**src/rtl/i2c_ctrl_pkg.sv**
```systemverilog
// i2c_ctrl_pkg: shared types and constants for the I2C register controller.
//   ctrl_state_t   : transaction sequencer states
//   I2C_SLAVE_ADDR : 7-bit device address matched by the upstream I2C_slave
//   BYTE_W         : register / data byte width
`timescale 1ns/1ps
package i2c_ctrl_pkg;

    localparam logic [6:0] I2C_SLAVE_ADDR = 7'h49;
    localparam int         BYTE_W         = 8;

    typedef enum logic [1:0] {
        IDLE    = 2'd0,
        GET_PTR = 2'd1,
        WR_DATA = 2'd2,
        RD_DATA = 2'd3
    } ctrl_state_t;

endpackage

```
**src/rtl/i2c_reg_bank.sv**
```systemverilog
// i2c_reg_bank: NUM_REGS x BYTE_W register storage with read-only masking.
//   clock, reset  : system clock, async active-high reset
//   wr_en_i       : write request at wr_idx_i (dropped if that reg is read-only)
//   wr_idx_i      : write index
//   wr_data_i     : write data
//   wr_ack_o      : write request hits a writable register (combinational)
//   rd_idx_i      : read index
//   rd_data_o     : status byte for read-only regs, stored byte otherwise
//   status_i      : live read-only values, byte i = [8*i +: 8]
//   regs_o        : stored register contents, byte i = [8*i +: 8]
`timescale 1ns/1ps
module i2c_reg_bank
    import i2c_ctrl_pkg::*;
#(
    parameter int                  NUM_REGS = 16,
    parameter int                  PTR_W    = $clog2(NUM_REGS),
    parameter logic [NUM_REGS-1:0] RO_MASK  = '0
) (
    input  logic                       clock,
    input  logic                       reset,
    input  logic                       wr_en_i,
    input  logic [PTR_W-1:0]           wr_idx_i,
    input  logic [BYTE_W-1:0]          wr_data_i,
    output logic                       wr_ack_o,
    input  logic [PTR_W-1:0]           rd_idx_i,
    output logic [BYTE_W-1:0]          rd_data_o,
    input  logic [BYTE_W*NUM_REGS-1:0] status_i,
    output logic [BYTE_W*NUM_REGS-1:0] regs_o
);

    logic [NUM_REGS-1:0][BYTE_W-1:0] regs_q;
    logic [NUM_REGS-1:0][BYTE_W-1:0] status_b;

    assign status_b = status_i;
    assign regs_o   = regs_q;

    // Read-only registers never take master data; their storage stays at reset value.
    assign wr_ack_o = wr_en_i & ~RO_MASK[wr_idx_i];

    always_ff @(posedge clock or posedge reset) begin
        if (reset) begin
            regs_q <= '0;
        end else if (wr_ack_o) begin
            regs_q[wr_idx_i] <= wr_data_i;
        end
    end

    assign rd_data_o = RO_MASK[rd_idx_i] ? status_b[rd_idx_i] : regs_q[rd_idx_i];

endmodule

```
**src/rtl/i2c_reg_controller.sv**
```systemverilog
// i2c_reg_controller: maps the byte stream of an I2C slave onto a register bank.
// First byte of a write transaction sets the register pointer, following bytes
// write at the pointer with auto-increment; reads stream from the pointer.
//   clock, reset  : system clock, async active-high reset
//   slv_start     : START / repeated START with address match (slv_rw valid)
//   slv_rw        : 1 = master reads
//   slv_stop      : STOP seen
//   slv_rx_valid  : received byte strobe, slv_rx_data
//   slv_tx_req    : slave wants next byte; answered by slv_tx_valid one cycle later
//   slv_tx_data   : byte to transmit, held until the next request
//   status_in     : live values for read-only registers
//   reg_q         : register contents
//   reg_wr_stb    : register written by master, index in reg_wr_idx
`timescale 1ns/1ps
module i2c_reg_controller
    import i2c_ctrl_pkg::*;
#(
    parameter int                  NUM_REGS = 16,
    parameter int                  PTR_W    = $clog2(NUM_REGS),
    parameter logic [NUM_REGS-1:0] RO_MASK  = '0
) (
    input  logic                       clock,
    input  logic                       reset,
    input  logic                       slv_start,
    input  logic                       slv_rw,
    input  logic                       slv_stop,
    input  logic                       slv_rx_valid,
    input  logic [BYTE_W-1:0]          slv_rx_data,
    input  logic                       slv_tx_req,
    output logic [BYTE_W-1:0]          slv_tx_data,
    output logic                       slv_tx_valid,
    input  logic [BYTE_W*NUM_REGS-1:0] status_in,
    output logic [BYTE_W*NUM_REGS-1:0] reg_q,
    output logic                       reg_wr_stb,
    output logic [PTR_W-1:0]           reg_wr_idx
);

    localparam logic [PTR_W-1:0] PTR_LAST = PTR_W'(NUM_REGS - 1);

    ctrl_state_t       state_q;
    logic [PTR_W-1:0]  ptr_q;
    logic [BYTE_W-1:0] tx_data_q;
    logic              tx_valid_q;
    logic              wr_stb_q;
    logic [PTR_W-1:0]  wr_idx_q;

    logic [PTR_W-1:0]  ptr_inc_d;
    logic [PTR_W-1:0]  ptr_set_d;
    logic              wr_req;
    logic              wr_ack;
    logic [BYTE_W-1:0] rd_data;

    // Explicit wrap so non-power-of-two bank sizes also roll over to 0.
    assign ptr_inc_d = (ptr_q == PTR_LAST) ? '0 : ptr_q + 1'b1;
    // Out-of-range pointer bytes clamp to the last register.
    assign ptr_set_d = ({1'b0, slv_rx_data} < 9'(NUM_REGS)) ? slv_rx_data[PTR_W-1:0] : PTR_LAST;

    // Uses the pre-START state, so a byte coincident with a new START is still written.
    assign wr_req = (state_q == WR_DATA) && slv_rx_valid;

    i2c_reg_bank #(
        .NUM_REGS (NUM_REGS),
        .PTR_W    (PTR_W),
        .RO_MASK  (RO_MASK)
    ) u_bank (
        .clock     (clock),
        .reset     (reset),
        .wr_en_i   (wr_req),
        .wr_idx_i  (ptr_q),
        .wr_data_i (slv_rx_data),
        .wr_ack_o  (wr_ack),
        .rd_idx_i  (ptr_q),
        .rd_data_o (rd_data),
        .status_i  (status_in),
        .regs_o    (reg_q)
    );

    always_ff @(posedge clock or posedge reset) begin
        if (reset) begin
            state_q    <= IDLE;
            ptr_q      <= '0;
            tx_data_q  <= '0;
            tx_valid_q <= 1'b0;
            wr_stb_q   <= 1'b0;
            wr_idx_q   <= '0;
        end else begin
            tx_valid_q <= 1'b0;
            wr_stb_q   <= 1'b0;

            // Byte / request handling in the current transaction.
            case (state_q)
                GET_PTR: begin
                    if (slv_rx_valid) begin
                        ptr_q   <= ptr_set_d;
                        state_q <= WR_DATA;
                    end
                end
                WR_DATA: begin
                    if (slv_rx_valid) begin
                        ptr_q <= ptr_inc_d;
                        if (wr_ack) begin
                            wr_stb_q <= 1'b1;
                            wr_idx_q <= ptr_q;
                        end
                    end
                end
                RD_DATA: begin
                    if (slv_tx_req) begin
                        tx_data_q  <= rd_data;
                        tx_valid_q <= 1'b1;
                        ptr_q      <= ptr_inc_d;
                    end
                end
                default: ;
            endcase

            // Bus events override the state chosen above; START beats STOP.
            if (slv_stop) begin
                state_q <= IDLE;
            end
            if (slv_start) begin
                state_q <= slv_rw ? RD_DATA : GET_PTR;
            end
        end
    end

    assign slv_tx_data  = tx_data_q;
    assign slv_tx_valid = tx_valid_q;
    assign reg_wr_stb   = wr_stb_q;
    assign reg_wr_idx   = wr_idx_q;

endmodule

```
**config.mk**
```make
export PLATFORM = sky130hd
export DESIGN_NAME = i2c_reg_controller
export DESIGN_NICKNAME = d
export VERILOG_FILES = /design/src/rtl/i2c_ctrl_pkg.sv /design/src/rtl/i2c_reg_bank.sv /design/src/rtl/i2c_reg_controller.sv
export SDC_FILE = /design/constraint.sdc
export NUM_CORES = 1
export LEC_CHECK = 0
export ABC_AREA = 0
export CORE_AREA = 2 2 192 100
export CTS_CLUSTER_SIZE = 12
export DETAILED_ROUTE_END_ITERATION = 12
export DIE_AREA = 0 0 194 102
export HOLD_SLACK_MARGIN = 0.15
export PLACE_DENSITY_LB_ADDON = 0.1
export SLEW_MARGIN = 10
export SYNTH_ARGS = -nofsm -noshare
export SYNTH_HDL_FRONTEND = slang
export SYNTH_SLANG_ARGS = --single-unit
```
**constraint.sdc**
```tcl
create_clock -name clock -period 4.55 [get_ports clock]
set_input_delay 0.455 -clock clock [delete_from_list [all_inputs] [get_ports clock]]
set_output_delay 0.455 -clock clock [all_outputs]
set_load 0.01 [all_outputs]
```
==> summary.md <==
| Metric | Value |
|---|---|
| Outcome | `completed` |
| Max-Cap Viols | `0` |
| Int Pwr | `3.88 mW` |
| Total power | `5.92 mW` |
| Slowest stage delay, CP | `0.77 ns` |
| Clk_lat worst skew | `0.43 ns` |
| Post-Place Cells | `870` |
| Leak | `4.21 nW` |
| Netlist cell types | `45` |
| Critical Path Sink | `u_bank.regs_o[49]` |
| TritonCTS Sinks | `148` |
| WL per Instance | `24.8 um` |
| Nets | `799` |
| Actual slew at the worst max-slew pin | `1.01 ns` |
| Clk buf depth | `2` |
| Postcts setup bufs | `0` |
| Cts bufs inserted | `17` |
| Fmax | `375 MHz` |
| Die extent in x | `194 um` |
| Worst path slowest cell | `dfrtp_1` |
| Crit-path max FO | `15` |
| Post-CTS resize count | `0` |
| Post-CTS Hold Buffers | `0` |
| YS warnings | `0` |
| R2r worst-path depth | `4` |
| Cell at the root of the clock tree | `clkbuf_16` |
| Number of global-route vias before repair | `4952` |
| First-pass GRT wire length | `32.6 mm` |
| Final hold slack | `0.489 ns` |
| Peak supply drop | `0.318 mV` |
| Chip height | `102 um` |
| Global Route Usage Sum | `23.0%` |
| Setup_tns | `0 ns` |
| Synth Cell Area | `6900 um2` |
| FF-to-FF Start | `ptr_q[2]` |
| Critical path class | `flip-flop to flip-flop` |
| Setup-failing EPs final | `0` |
| Post-route insts no fill | `902` |
| Hold Vio Cnt, Final | `0` |
| R2R setup slack | `1.88 ns` |
| Synth Register Bits | `148` |
| Clk pwr share | `23.4%` |
| Gr ovfl total | `0` |
| Slew Limit Fails | `0` |
| Power Density | `641 nW/um2` |
| CP Cell Sequence | `inv_1 > nor3_2 > nand2_1 > mux2_2` |
| First drt pass iteration count | `5` |
| Hold_sp | `reg_wr_idx[0]` |
| Combinational share of power | `39.1%` |
| Routed vias/inst | `5.55` |
| TritonCTS clock tree | `built` |
| Crit start category | `flip-flop` |
| Pin count of the biggest net entering global routing | `96` |
| Seq pwr share | `37.4%` |
| Worst hold path type | `flip-flop to flip-flop` |
| Routability Congestion | `0.793` |
| Synthesized net count | `644` |
| Share of synthesized registers carrying an async set or reset | `100%` |
| WP data required | `4.86 ns` |
| Hold Crit Depth | `2` |
| IO Count | `285` |
| Critical Path Start | `ptr_q[2]` |
| Switching power | `2.04 mW` |
| RSZ-0062 raised after global routing | `no` |
| Net switching fraction of the power | `34.5%` |
| Dpl hpwl | `15.0 mm` |
| Final Util | `51.1%` |
| Post-synthesis sequential area ratio | `53.7%` |
| Fillers | `1576` |
| DR iter-0 viols | `288` |
| Ys flop type | `dfrtp_1` |
| Clock Skews | `0.00951 ns` |
| DRC | `0` |
| Worst R2R End | `u_bank.regs_o[49]` |
| Synthesized area per cell | `14.0 um2` |
| Initial Utilization | `38.2%` |
| Number of enable flip-flop cells after synthesis | `0` |
| Inserted Diodes | `0` |
| CTS clock-pin slew for the worst setup and hold paths | `0.06 ns` |
| Final Cycle Share | `58.6%` |
| FP Rows | `35` |
| Area delta synth->final | `33.8%` |
| Final wirelength | `22.4 mm` |
| Die Area | `19800 um2` |
| Antenna Nets Post-Route | `0` |
| Worst Path Arrival | `2.98 ns` |
| Minimum clock period | `2.67 ns` |
| Port Buf Inserts | `156` |
| Initial antenna violation count | `0` |
| CTS H-Tree Depth | `4` |
| Nature of the critical path endpoint | `flip-flop` |
| Routed via count | `5009` |
| Rel. slew slack | `32.9%` |
| Layout cells sized above 1 | `28.2%` |
| Cells after Synth | `494` |
| Core Footprint | `18000 um2` |
[area by class of cell]
class | instances | area (um2) | share of cell area [%]
well taps | 240 | 300 | 3.25
inverters | 7 | 31.3 | 0.339
clock inverters | 15 | 145 | 1.57
multi-input cells | 311 | 3000 | 32.5
repair buffers | 164 | 1620 | 17.6
clock buffers | 17 | 425 | 4.61
flip-flops and latches | 148 | 3700 | 40.2
[worst min path at each step]
| stage | to | slack [ns] |
|---|---|---|
| CTS | reg_wr_idx[0] | 0.50 |
| global placement | reg_wr_idx[0] | 0.48 |
| detailed placement | reg_wr_idx[0] | 0.48 |
| finish | reg_wr_idx[0] | 0.49 |
| floorplan | reg_wr_idx[0] | 0.51 |
| global route | u_bank.regs_o[56] | 0.55 |
[through the flow]
| stage | worst slack (ns) | area (um2) |
|---|---|---|
| floorplan | 0.115 | 6900 |
| global placement | 1.78 | 8660 |
| detailed placement | 1.68 | 8660 |
| CTS | 1.87 | 9230 |
| global route | 1.76 | 9230 |
| finish | 1.88 | 9230 |
[cell usage after synthesis (2+ instances only)]
cell       number  share of area [%]
a21oi_1         5               0.36
a22oi_1         3               0.33
a311oi_1        2               0.25
a31oi_1         6               0.54
a32oi_1         2               0.25
and2_1          3               0.27
buf_2          10               0.73
buf_4           2               0.22
buf_6           6               0.98
clkbuf_1        9               0.49
dfrtp_1       148                 54
ha_1            7                1.3
inv_1           7               0.38
mux2_1          4               0.65
mux2_2        131                 21
mux2i_1        19                2.8
mux4_1         11                4.2
mux4_2          8                2.6
nand2_1        38                2.1
nand3_1         7               0.51
nand3b_1        4               0.44
nor2_1         13               0.71
nor2_2          2               0.18
nor2b_1         5               0.45
nor3_2          2               0.29
nor4_1          2               0.18
o2111ai_1       2               0.25
o211ai_1        2               0.22
o21ai_0        12               0.87
o22ai_1         2               0.18
o2bb2ai_1       2               0.25
o31ai_1         3               0.33
o32a_1          2               0.29
or3_1           2               0.18
[kinds of logic (layout without fill, tap and decap cells)]
family                   after synthesis  after routing  synth area share, %
AO/OA/AOI/OAI                         49             49                 4.93
adder cells (fa/ha/maj)                7              7                 1.27
buffers and inverters                 35            203                 2.85
flip-flops                           148            148                 53.7
multiplexers                         173            173                 31.6
AND/OR/NAND/NOR                       82             82                 5.66
[flip-flops by register name, summed over array words and instances (netlist names)]
register,count
u_bank.regs_o,128
reg_wr_idx,4
reg_wr_stb,1
ptr_q,4
state_q,2
slv_tx_data,8
slv_tx_valid,1
[power by group through the flow]
| stage | combinational [mW] | sequential (mW) | clock, mW |
|---|---|---|---|
| final | 2.32 | 2.21 | 1.39 |
| after CTS | 2.33 | 2.21 | 1.40 |
| after detailed placement | 2.32 | 2.23 | 0 |
| after global placement | 2.29 | 2.21 | 0 |
| after floorplan | 1.04 | 2.25 | 0 |
| after global routing | 2.46 | 2.28 | 1.47 |
[critical path: cells and delay by family (launching register included)]
| kind | cells | cell delay (ns) |
|---|---|---|
| simple gates | 2 | 0.93 |
| flops | 1 | 0.77 |
| mux | 1 | 0.47 |
| buf+inv | 1 | 0.36 |
[cells in the final DEF, fill, tap and decap left out, drive strengths merged, types with 2 or more instances in the layout]
cell,instances
a21oi,5
a22oi,3
a311oi,2
a31oi,6
a32oi,2
and2,3
buf,8
clkbuf,17
clkdlybuf4s50,156
clkinvlp,5
dfrtp,148
ha,7
inv,15
mux2,135
mux2i,19
mux4,19
nand2,38
nand3,7
nand3b,4
nor2,15
nor2b,5
nor3,3
nor4,2
o2111ai,2
o211ai,2
o21ai,12
o22ai,3
o2bb2ai,2
o31ai,3
o32a,2
or3,2
[layer usage]
layer | GRT usage (%) | share of wire (%)
met1 | 34.3 | 49
met2 | 33.2 | 43
met3 | 6.40 | 7.7
met4 | 5.13 | 0.76
met5 | 0 | 0
No activity file was read; power rests on OpenSTA's default activity.
